--- src/rtl/serial_subtractor_if.sv ---
// Handshake and operand/result bundle for the bit-serial subtractor.
// The master drives the request and operands; the slave returns status and result.
interface serial_subtractor_if #(
    parameter int WIDTH = 8
);
    logic             start;
    logic [WIDTH-1:0] a;
    logic [WIDTH-1:0] b;
    logic             bin;
    logic             busy;
    logic             done;
    logic [WIDTH-1:0] diff;
    logic             borrow_out;

    modport master (
        output start, a, b, bin,
        input  busy, done, diff, borrow_out
    );

    modport slave (
        input  start, a, b, bin,
        output busy, done, diff, borrow_out
    );
endinterface

--- src/rtl/serial_subtractor.sv ---
// Bit-serial unsigned subtractor: one full-subtractor cell with a registered borrow,
// fed LSB-first over WIDTH cycles, collecting a parallel difference and final borrow.
module serial_subtractor #(
    parameter int WIDTH = 8
) (
    input  logic                 clk,
    input  logic                 rst,
    serial_subtractor_if.slave   bus
);

    localparam int CNT_W = (WIDTH > 1) ? $clog2(WIDTH) : 1;

    typedef enum logic [1:0] {
        IDLE,
        SHIFT,
        DONE
    } state_e;

    state_e           state_q, state_d;
    logic [WIDTH-1:0] sa_q, sa_d;
    logic [WIDTH-1:0] sb_q, sb_d;
    logic [WIDTH-1:0] sd_q, sd_d;
    logic [WIDTH-1:0] diff_q, diff_d;
    logic             br_q, br_d;
    logic             borrow_q, borrow_d;
    logic [CNT_W-1:0] cnt_q, cnt_d;

    logic cellX, cellY, cellZ, cellD, cellBo;

    // Single full-subtractor cell operating on the current LSBs and the carried borrow.
    assign cellX  = sa_q[0];
    assign cellY  = sb_q[0];
    assign cellZ  = br_q;
    assign cellD  = cellX ^ cellY ^ cellZ;
    assign cellBo = (~cellX & (cellY ^ cellZ)) | (cellY & cellZ);

    always_comb begin
        state_d  = state_q;
        sa_d     = sa_q;
        sb_d     = sb_q;
        sd_d     = sd_q;
        diff_d   = diff_q;
        br_d     = br_q;
        borrow_d = borrow_q;
        cnt_d    = cnt_q;

        case (state_q)
            IDLE: begin
                if (bus.start) begin
                    sa_d    = bus.a;
                    sb_d    = bus.b;
                    br_d    = bus.bin;
                    cnt_d   = '0;
                    sd_d    = '0;
                    state_d = SHIFT;
                end
            end
            SHIFT: begin
                sd_d  = {cellD, sd_q[WIDTH-1:1]};
                sa_d  = sa_q >> 1;
                sb_d  = sb_q >> 1;
                br_d  = cellBo;
                cnt_d = cnt_q + CNT_W'(1);
                // The published result only moves on the final bit, so it holds across operations.
                if (cnt_q == CNT_W'(WIDTH - 1)) begin
                    diff_d   = {cellD, sd_q[WIDTH-1:1]};
                    borrow_d = cellBo;
                    state_d  = DONE;
                end
            end
            DONE: begin
                state_d = IDLE;
            end
            default: begin
                state_d = IDLE;
            end
        endcase
    end

    always_ff @(posedge clk) begin
        if (rst) begin
            state_q  <= IDLE;
            sa_q     <= '0;
            sb_q     <= '0;
            sd_q     <= '0;
            diff_q   <= '0;
            br_q     <= 1'b0;
            borrow_q <= 1'b0;
            cnt_q    <= '0;
        end else begin
            state_q  <= state_d;
            sa_q     <= sa_d;
            sb_q     <= sb_d;
            sd_q     <= sd_d;
            diff_q   <= diff_d;
            br_q     <= br_d;
            borrow_q <= borrow_d;
            cnt_q    <= cnt_d;
        end
    end

    assign bus.busy       = (state_q != IDLE);
    assign bus.done       = (state_q == DONE);
    assign bus.diff       = diff_q;
    assign bus.borrow_out = borrow_q;

endmodule
--- src/flat_wrapper.sv ---
// flat-port wrapper written by rule: the top's interface ports become plain ports
module serial_subtractor_flat 
#(
    parameter int WIDTH = 8
)
  (clk, rst, bus_start, bus_a, bus_b, bus_bin, bus_busy, bus_done, bus_diff, bus_borrow_out);
  serial_subtractor_if #(.WIDTH(WIDTH)) bus_i ();
  input  logic clk;
  input  logic rst;
  input wire logic [$bits(bus_i.start)-1:0] bus_start;
  input wire logic [$bits(bus_i.a)-1:0] bus_a;
  input wire logic [$bits(bus_i.b)-1:0] bus_b;
  input wire logic [$bits(bus_i.bin)-1:0] bus_bin;
  output wire logic [$bits(bus_i.busy)-1:0] bus_busy;
  output wire logic [$bits(bus_i.done)-1:0] bus_done;
  output wire logic [$bits(bus_i.diff)-1:0] bus_diff;
  output wire logic [$bits(bus_i.borrow_out)-1:0] bus_borrow_out;
  assign bus_i.start = bus_start;
  assign bus_i.a = bus_a;
  assign bus_i.b = bus_b;
  assign bus_i.bin = bus_bin;
  assign bus_busy = bus_i.busy;
  assign bus_done = bus_i.done;
  assign bus_diff = bus_i.diff;
  assign bus_borrow_out = bus_i.borrow_out;
  serial_subtractor #(.WIDTH(WIDTH)) u_core (.clk(clk), .rst(rst), .bus(bus_i));
endmodule
--- config.mk ---
export PLATFORM = sky130hd
export DESIGN_NAME = serial_subtractor_flat
export DESIGN_NICKNAME = d
export VERILOG_FILES = /design/src/rtl/serial_subtractor_if.sv /design/src/rtl/serial_subtractor.sv /design/src/flat_wrapper.sv
export SDC_FILE = /design/constraint.sdc
export NUM_CORES = 1
export LEC_CHECK = 0
export CELL_PAD_IN_SITES_DETAIL_PLACEMENT = 1
export CELL_PAD_IN_SITES_GLOBAL_PLACEMENT = 2
export CORE_MARGIN = 3
export CORE_UTILIZATION = 31
export CTS_BUF_LIST = sky130_fd_sc_hd__clkbuf_4 sky130_fd_sc_hd__clkbuf_8 sky130_fd_sc_hd__clkbuf_16
export DETAILED_ROUTE_END_ITERATION = 12
export PLACE_DENSITY = 0.86
export SYNTH_ARGS = -nofsm -noshare
export SYNTH_HDL_FRONTEND = slang
export SYNTH_SLANG_ARGS = --single-unit
--- constraint.sdc ---
create_clock -name clk -period 1.55 [get_ports clk]
set_input_delay 0.3875 -clock clk [delete_from_list [all_inputs] [get_ports clk]]
set_output_delay 0.3875 -clock clk [all_outputs]
set_load 0.005 [all_outputs]
# Word-level counts from Yosys, hierarchy flattened

Cells that the tools add are included.

Input bits: 20
Output and inout port bits: 11
Logic and storage cells: 40
Flip-flop bits (word level): 39

Reduce and logical (&&, ||, !) cells: 6
Equality and inequality tests: 5
Bitwise operators: 7
Muxes and demuxes: 13
$add $sub $neg: 1

Operator list:

| kind                                                                     | count |
|---|---|
| 8-bit case mux with 2 select lines                                       | 3 |
| 8-bit 2-to-1 mux                                                         | 3 |
| 3-bit case mux with 2 select lines                                       | 1 |
| 2-bit AND reduction                                                      | 3 |
| 2-bit 2-to-1 mux                                                         | 2 |
| 2-bit case mux with 2 select lines                                       | 1 |
| 2-bit nonzero test                                                       | 2 |
| 3-bit by 1-bit adder with 3-bit output (second input constant)           | 1 |
| 3-bit == test (second input constant)                                    | 1 |
| 3-bit 2-to-1 mux                                                         | 1 |
| 1-bit bitwise XOR                                                        | 3 |
| 1-bit AND                                                                | 2 |
| 2-bit by 1-bit == test with 1-bit output (second input constant)         | 1 |
| 2-bit == test (second input constant)                                    | 1 |
| 2-bit logical NOT                                                        | 1 |
| 2-bit by 1-bit inequality test with 1-bit output (second input constant) | 1 |
| 2-bit inequality test (second input constant)                            | 1 |
| 1-bit case mux with 2 select lines                                       | 1 |
| 1-bit 2-to-1 mux                                                         | 1 |
| 1-bit NOT                                                                | 1 |
| 1-bit OR                                                                 | 1 |

# Logic depth before layout (Yosys ltp)

Gate-level depths: netlist of run 1.

Word-level depth: 4
Gate-level depth with buffers: 6
Mapped depth without buffers: 5

# Worst setup path before layout of run 1

No wires, ideal clock.

Kind: register -> register
Start: register u_core.cnt_q[0]
End: register u_core.diff_q[7], in the netlist u_core.bus.diff[7]
Arrival time: 1187 ps
Clock period less this slack: 1266 ps
Setup time: 79 ps
Stages on the path, launching flop included: 6
Slack: 284 ps
Path buffers: 1
Cell sequence: dfxtp_1 ha_1 ha_1 and3b_1 buf_6 a211oi_2

Cells in the longest elaborated chain, start to end: 2

Ends and longest elaborated chain:

| what                                 | RTL line                | RTL |
|---|---|---|
| from (decl)                          | serial_subtractor.sv:26 | `logic [CNT_W-1:0] cnt_q, cnt_d;` |
| from (signal assigned)               | serial_subtractor.sv:98 | `cnt_q <= cnt_d;` |
| 3-bit == test                        | serial_subtractor.sv:65 | `if (cnt_q == CNT_W'(WIDTH - 1)) begin` |
| 2-bit AND reduction (no source line) | --                      |  |
| to (signal assigned)                 | serial_subtractor.sv:95 | `diff_q <= diff_d;` |
| to (decl)                            | serial_subtractor.sv:23 | `logic [WIDTH-1:0] diff_q, diff_d;` |

No other way between the ends.
A chain may end at the register's enable or synchronous reset.

# Worst setup path after layout of run 1

Start: register u_core.diff_q[3], in the netlist u_core.bus.diff[3]
End: output bus_diff[3]

RTL lines:

| what      | RTL line           | RTL |
|---|---|---|
| to (decl) | flat_wrapper.sv:16 | `output wire logic [$bits(bus_i.diff)-1:0] bus_diff;` |

No word-level cell between the ends.

==> report_table.html, run 1 <==
<table>
<tr><th>Metric</th><th>Value</th></tr>
<tr><th colspan="2">Global routing</th></tr>
<tr><td>GRT Overall Usage</td><td>12.7%</td></tr>
<tr><td>Pin count of the biggest net entering global routing</td><td>27</td></tr>
<tr><td>Initial antenna violation count</td><td>0</td></tr>
<tr><td>Total gr overflow</td><td>0</td></tr>
<tr><td>Vias in the first global route</td><td>1298</td></tr>
<tr><td>Wire length of the first global-routing pass</td><td>6220 um</td></tr>
<tr><th colspan="2">Timing</th></tr>
<tr><td>RSZ-0062 raised after global routing</td><td>false</td></tr>
<tr><td>Setup Skew</td><td>0.00971 ns</td></tr>
<tr><td>Final critical path time including I/O delays and setup</td><td>1.51 ns</td></tr>
<tr><td>Final hold violation count</td><td>0</td></tr>
<tr><td>Max Fclk</td><td>663 MHz</td></tr>
<tr><td>Setup ws final</td><td>0.0417 ns</td></tr>
<tr><td>Max-slew violations</td><td>0</td></tr>
<tr><td>Post-route clock period utilization</td><td>97.3%</td></tr>
<tr><td>Relative slew slack</td><td>70.7%</td></tr>
<tr><td>Worst Max-Slew Pin Slew</td><td>0.439 ns</td></tr>
<tr><td>Final setup violating endpoints</td><td>0</td></tr>
<tr><th colspan="2">Final layout</th></tr>
<tr><td>Area of the multi-input gates</td><td>728 um^2</td></tr>
<tr><td>Count of fill cells added during filler insertion</td><td>566</td></tr>
<tr><td>Combined flip-flop and latch cell area</td><td>768 um^2</td></tr>
<tr><td>Share of layout cells above drive strength 1</td><td>15.8%</td></tr>
<tr><td>Final layout net count</td><td>218</td></tr>
<tr><td>Leading cell type in the layout, fill and taps excluded</td><td>sky130_fd_sc_hd__dfxtp_1</td></tr>
<tr><td>Post-Layout Cell Count</td><td>263</td></tr>
<tr><td>Commonest cells after routing, fill and taps aside</td><td>sky130_fd_sc_hd__dfxtp_1, sky130_fd_sc_hd__nor2_1, sky130_fd_sc_hd__clkdlybuf4s50_1</td></tr>
<tr><td>Final antenna diode count</td><td>0</td></tr>
<tr><td>Area growth from synthesis to final layout</td><td>32.6%</td></tr>
<tr><th colspan="2">Place</th></tr>
<tr><td>Placed cells</td><td>255</td></tr>
<tr><td>Routability cong.</td><td>0.731</td></tr>
<tr><td>Port Buffer Count</td><td>30</td></tr>
<tr><td>Worst slack at placement</td><td>-0.157 ns</td></tr>
<tr><td>DPL Wire Length</td><td>2510 um</td></tr>
<tr><th colspan="2">Synth</th></tr>
<tr><td>Fraction of the yosys area taken by sequential cells</td><td>47.6%</td></tr>
<tr><td>Post-synth design cell area</td><td>1600 um^2</td></tr>
<tr><td>Mapped Cells</td><td>163</td></tr>
<tr><td>Number of enable flip-flop cells after synthesis</td><td>0</td></tr>
<tr><td>Number of synthesized register bits</td><td>38</td></tr>
<tr><td>Avg Synthesized Cell Area</td><td>9.79 um^2</td></tr>
<tr><td>Number of unique standard cell types used by synthesis</td><td>25</td></tr>
<tr><td>Number of warnings printed during yosys synthesis</td><td>0</td></tr>
<tr><td>Post-Syn Nets</td><td>186</td></tr>
<tr><td>Async set-or-reset flop fraction in the synthesized netlist</td><td>0%</td></tr>
<tr><td>Main flop type after synthesis</td><td>sky130_fd_sc_hd__dfxtp_1</td></tr>
<tr><th colspan="2">Power and ir drop</th></tr>
<tr><td>Internal power</td><td>1.80 mW</td></tr>
<tr><td>Cell leakage power</td><td>0.907 nW</td></tr>
<tr><td>Relative contribution of sequential cells to total power</td><td>45.3%</td></tr>
<tr><td>Combinational power share</td><td>10.9%</td></tr>
<tr><td>Switching pwr</td><td>0.514 mW</td></tr>
<tr><td>Proportion of power drawn by the clock network</td><td>43.8%</td></tr>
<tr><td>Power density of the placed cells</td><td>1090 nW/um^2</td></tr>
<tr><td>Switching fraction of total power</td><td>22.2%</td></tr>
<tr><td>Max rail drop VDD</td><td>466 uV</td></tr>
<tr><th colspan="2">CTS</th></tr>
<tr><td>Clock tree from TritonCTS</td><td>yes</td></tr>
<tr><td>TritonCTS Sinks</td><td>38</td></tr>
<tr><td>H-tree levels</td><td>2</td></tr>
<tr><td>Clock transition at the register clock pins on the worst setup and hold paths after CTS</td><td>0.08 ns</td></tr>
<tr><td>Number of buffers added by the clock tree synthesis step</td><td>5</td></tr>
<tr><td>Clock latency reported for the late side of the worst-skew pair</td><td>0.29 ns</td></tr>
<tr><td>Number of buffers on the longest clock path</td><td>2</td></tr>
<tr><td>Cell chosen for the clock root</td><td>sky130_fd_sc_hd__clkbuf_8</td></tr>
<tr><td>Cts-stage hold buffer count</td><td>0</td></tr>
<tr><th colspan="2">Setup path</th></tr>
<tr><td>Data required time at the worst endpoint</td><td>1.16 ns</td></tr>
<tr><td>Nature of the critical path endpoint</td><td>primary output</td></tr>
<tr><td>Reg2Reg Depth</td><td>5</td></tr>
<tr><td>Highest net fanout along the worst path</td><td>2</td></tr>
<tr><td>Startpoint kind of the worst setup timing path</td><td>register</td></tr>
<tr><td>Cells along the critical path</td><td>clkdlybuf4s50_1</td></tr>
<tr><td>Count of buffering cells on the critical path with inverters included</td><td>1</td></tr>
<tr><td>Slowest library cell on the worst path</td><td>sky130_fd_sc_hd__clkdlybuf4s50_1</td></tr>
<tr><td>Crit path arrival time</td><td>1.12 ns</td></tr>
<tr><td>Critical path's top delay family</td><td>buffers and inverters</td></tr>
<tr><td>Critical Path Stages</td><td>1</td></tr>
<tr><td>Setup CP Type</td><td>reg -&gt; out</td></tr>
<tr><td>Maximum single-stage delay on the critical path</td><td>0.50 ns</td></tr>
<tr><th colspan="2">Drt</th></tr>
<tr><td>Starting DRT DRC Count</td><td>34</td></tr>
<tr><td>Post-route DRC violation count</td><td>0</td></tr>
<tr><td>Via count</td><td>1254</td></tr>
<tr><td>TritonRoute pass-1 iters</td><td>4</td></tr>
<tr><td>Routed wire per std cell</td><td>13.8 um</td></tr>
<tr><td>Post-detailed-route via-to-cell ratio</td><td>4.77</td></tr>
<tr><td>Number of routed nets with antenna violations</td><td>0</td></tr>
<tr><td>Total routed wirelength</td><td>3620 um</td></tr>
<tr><th colspan="2">Worst hold path</th></tr>
<tr><td>Min-delay worst type</td><td>reg -&gt; reg</td></tr>
<tr><td>WHS Path Cells</td><td>2</td></tr>
<tr><th colspan="2">Run</th></tr>
<tr><td>Reported max-cap violation count</td><td>0</td></tr>
<tr><th colspan="2">Floorplan</th></tr>
<tr><td>Die Ht</td><td>77.8 um</td></tr>
<tr><td>Die Outline Area</td><td>6050 um^2</td></tr>
<tr><td>IO Count</td><td>31</td></tr>
<tr><td>Number of standard-cell rows in the floorplan</td><td>25</td></tr>
<tr><td>Effective utilization at floorplan</td><td>32.9%</td></tr>
<tr><td>Core Footprint</td><td>4850 um^2</td></tr>
<tr><td>Width of the chip</td><td>77.8 um</td></tr>
<tr><th colspan="2">Run status</th></tr>
<tr><td>Result of the run</td><td>complete, no violations</td></tr>
</table>
kinds of logic (layout without fill, tap and decap cells):
| group | Yosys count | count (layout) | share of synthesized area [%] |
|---|---|---|---|
| buf+inv | 15 | 48 | 6.82 |
| compound gates | 41 | 41 | 19.0 |
| fa+ha+maj | 3 | 3 | 2.82 |
| flops | 38 | 38 | 47.6 |
| simple gates | 51 | 51 | 14.3 |
| mux | 15 | 15 | 9.40 |
metrics by stage:
step	utilization (%)	instance area [um^2]	TNS, ns	hold slack [ns]	power (mW)
finish	43.7	2120	0	0.464	2.32
global route	43.7	2120	0	0.479	2.43
CTS	43.3	2100	0	0.471	2.35
detailed placement	40.5	1960	-2.08	0.459	1.33
global placement	40.5	1960	-0.953	0.444	1.32
floorplan	-	1600	0	0.432	1.23
sequential cells by signal, summed over array words and instances (netlist names):
| register | cells |
|---|---|
| u_core.bus.diff | 8 |
| u_core.cnt_q | 3 |
| u_core.bus.borrow_out | 1 |
| u_core.sd_q | 7 |
| u_core.sa_q | 8 |
| u_core.state_q | 2 |
| u_core.br_q | 1 |
| u_core.sb_q | 8 |
path summary, 6_finish.rpt:
kind	start	endpoint	slack [ns]
hold reg to reg	u_core.bus.diff[5]	u_core.bus.diff[5]	0.46
setup reg to reg	u_core.cnt_q[0]	u_core.bus.diff[1]	0.14
hold / removal	u_core.bus.diff[5]	u_core.bus.diff[5]	0.46
setup / recovery	u_core.bus.diff[3]	bus_diff[3]	0.04
per-layer routing:
layer | vias to the layer above | track usage [%] | routed length, um
met5 | - | 0 | 0
met4 | 0 | 4.27 | 48
met3 | 6 | 4.06 | 153
met2 | 19 | 21.6 | 1830
met1 | 589 | 15.0 | 1580
li1 | 640 | - | -
layout make-up:
class / instances / share of cell area, %
sequential: 38 / 36.3
multi-input combinational: 110 / 34.4
clock inverter: 3 / 3.25
tap: 67 / 3.96
timing repair buffer: 38 / 18.5
clock buffer: 5 / 3.25
inverter: 2 / 0.355
Yosys cell counts, types with 2 or more instances:
cell,number,area (um^2)
sky130_fd_sc_hd__clkbuf_1,3,11.3
sky130_fd_sc_hd__buf_6,6,67.6
sky130_fd_sc_hd__nor2b_1,2,12.5
sky130_fd_sc_hd__mux2i_1,15,150
sky130_fd_sc_hd__nand4bb_1,2,22.5
sky130_fd_sc_hd__a211oi_2,2,25.0
sky130_fd_sc_hd__a22oi_1,8,60.1
sky130_fd_sc_hd__nor2_1,27,101
sky130_fd_sc_hd__nand2_1,16,60.1
sky130_fd_sc_hd__ha_1,2,25.0
sky130_fd_sc_hd__a21oi_1,10,50.1
sky130_fd_sc_hd__dfxtp_1,38,761
sky130_fd_sc_hd__inv_1,2,7.51
sky130_fd_sc_hd__buf_2,3,15.0
sky130_fd_sc_hd__a211oi_1,16,120
sky130_fd_sc_hd__o21ai_0,2,10.0
repair_timing:
action | 4_1_cts | 5_1_grt
resized for setup | 9 | 11
endpoints found under the setup margin | 6 | 17
hold endpoints to repair | 0 | 0
setup buffers | 0 | 0
pin swaps | 0 | 0
power groups by stage:
stage	Sequential, mW	Combinational (mW)	Clock (mW)
2_1_floorplan	1.06	0.168	0
3_3_place_gp	1.07	0.246	0
3_5_place_dp	1.07	0.255	0
4_1_cts	1.05	0.257	1.04
5_1_grt	1.06	0.283	1.09
6_report	1.05	0.253	1.01
Note: power is estimated with default switching activity, not from simulation.
==> run 2, diff against run 1 <==
- GPL_ROUTABILITY_DRIVEN: default -> 0
==> results of run 2 <==
Same layout as run 1: the final DEF is identical, and so are final timing and power.
==> edit, RTL diff (config.mk and constraints of run 2) <==
The 3 states of `state_e` get a one-hot encoding in 3 bits.
--- a/src/rtl/serial_subtractor.sv
+++ b/src/rtl/serial_subtractor.sv
@@ -12,6 +12,6 @@
 
-    typedef enum logic [1:0] {
-        IDLE,
-        SHIFT,
-        DONE
+    typedef enum logic [2:0] {
+        IDLE  = 3'b001,
+        SHIFT = 3'b010,
+        DONE  = 3'b100
     } state_e;
Function: no difference found for any inputs over 10 cycles, from zero or initial values and one cycle with rst high; not proved beyond that.
==> edit against run 2 <==
  * Power shrank 2.5%
  * Sequential cell count is 1 higher
  * Routed wire length increased by 25%
  * Synthesized area up 4.0%
  * Setup slack lost 0.018 ns
  * Clock skew down 0.0056 ns
  * First-iteration DRC count rose by 110%
  * Count of clock-buffer cells in the layout is the same
  * Sequential share of layout area decreased by 2.3 points
  * Cell area is 9.9% higher
  * Largest cell class unchanged
==> edit: results (changes against run 2) <==
metric;value;unit;change
finClkSkew;0.00415;ns;was 0.00971 ns
grt_use_total;15.1;%;was 12.7%
arrival;1.14;ns;was 1.12 ns
synthDistinctLibCells;29;;was 25
ant_nets;0;;unchanged
grt_pass1_vias;1565;;was 1,298
synth_area_leaders;dfxtp_1 47%, o32ai_1 8.4%, a211oi_1 6.3%;;was dfxtp_1 48%, mux2i_1 9.4%, a211oi_1 7.5%
p_comb_share;14.4;%;was 10.9%
synth_compound_area_share;23.4;%;was 19.0%
dpl_cell_area;2150;um2;was 1960 um2
muxShareOfSynthArea;0;%;was 9.40%
slowest_delay;0.37;ns;was 0.50 ns
ir_worst_vdd;0.000408;V;was 0.000466 V
synth_adder_area_share;2.71;%;was 2.82%
yosysSeqAreaShare;47.0;%;was 47.6%
slowest_stage;dfxtp_2;;was clkdlybuf4s50_1
htree_levels;2;;unchanged
p_sw;0.000551;W;was 0.000514 W
grt_max_degree;34;;was 27
use_met1;19.8;%;was 15.0%
dpl.cell_count;281;;was 255
p_leak;0.873;nW;was 0.907 nW
holdCritPathClass;flip-flop to flip-flop;;unchanged
drt_iter0_markers;72;;was 34
place_ws;-0.159;ns;was -0.157 ns
nFillCells;608;;was 566
avgViaCountPerCell;5.22;;was 4.77
nets;244;;was 218
layout.cells.non_filler;292;;was 263
met2_usage;24.7;%;was 21.6%
worstMarginPinSlew;0.330;ns;was 0.439 ns
synth_common_cells;39 x dfxtp_1, 20 x nand2_1, 16 x o32ai_1;;was 38 x dfxtp_1, 27 x nor2_1, 16 x a211oi_1, 16 x nand2_1, 15 x mux2i_1
synth_nets;199;;was 186
crit_path_max_fanout;3;;was 2
path_delay_family;flip-flops;;was buffers and inverters
wl_per_cell;15.4;um;was 13.8 um
hpwl;2950;um;was 2510 um
gr-usage-met3;3.17;%;was 4.06%
drive_gt1_share;23.4;%;was 15.8%
status;finished clean;;unchanged
-- edit: changes by cell type after synthesis, moves of 3 or more --
cell / delta
nor3_1: +14
buf_6: -3
nand2b_1: +9
nand3_1: +4
nand2_1: +4
o22ai_1: +5
clkbuf_1: +4
a22oi_1: -8
o32ai_1: +16
inv_1: +3
a221oi_1: +3
nor2_1: -23
mux2i_1: -15
-- edit: metrics by stage --
stage	TNS (ns)	hold WS, ns	util [%]
after detailed placement	-2.28	0.450	41.8
after global placement	-1.71	0.438	41.8
after floorplan	0	0.432	-
after CTS	0	0.460	44.0
after global routing	-0.0395	0.459	45.3
final	0	0.444	45.3
-- edit: path summary, 6_finish.rpt --
| check | startpoint | end | slack, ns | cells past startpoint |
|---|---|---|---|---|
| setup / recovery | u_core.state_q[0] | bus_busy | 0.02 | 3 |
| hold reg to reg | u_core.cnt_q[0] | u_core.cnt_q[0] | 0.44 | 1 |
| setup reg to reg | u_core.state_q[0] | u_core.sd_q[4] | 0.07 | 4 |
| hold / removal | u_core.cnt_q[0] | u_core.cnt_q[0] | 0.44 | 1 |
-- edit: what timing repair did --
item / 4_1_cts / 5_1_grt
buffers inserted: 0 / 2
gates cloned: 0 / 1
resized for setup: 11 / 16
pin swaps: 1 / 1
endpoints found under the setup margin: 2 / 22
-- edit: area by class of cell --
| type | count | area, um2 | share of cell area (%) |
|---|---|---|---|
| clock inverter | 3 | 43.8 | 1.88 |
| sequential | 39 | 792 | 34.0 |
| clock buffer | 5 | 68.8 | 2.96 |
| timing repair buffer | 55 | 524 | 22.5 |
| inverter | 6 | 22.5 | 0.968 |
| tap | 70 | 87.6 | 3.76 |
| multi-input combinational | 114 | 788 | 33.9 |
-- edit: routing by layer --
layer,up-vias,routed length [um]
met5,-,0
met4,0,37
met3,2,175
met2,27,2220
met1,750,2080
li1,744,-
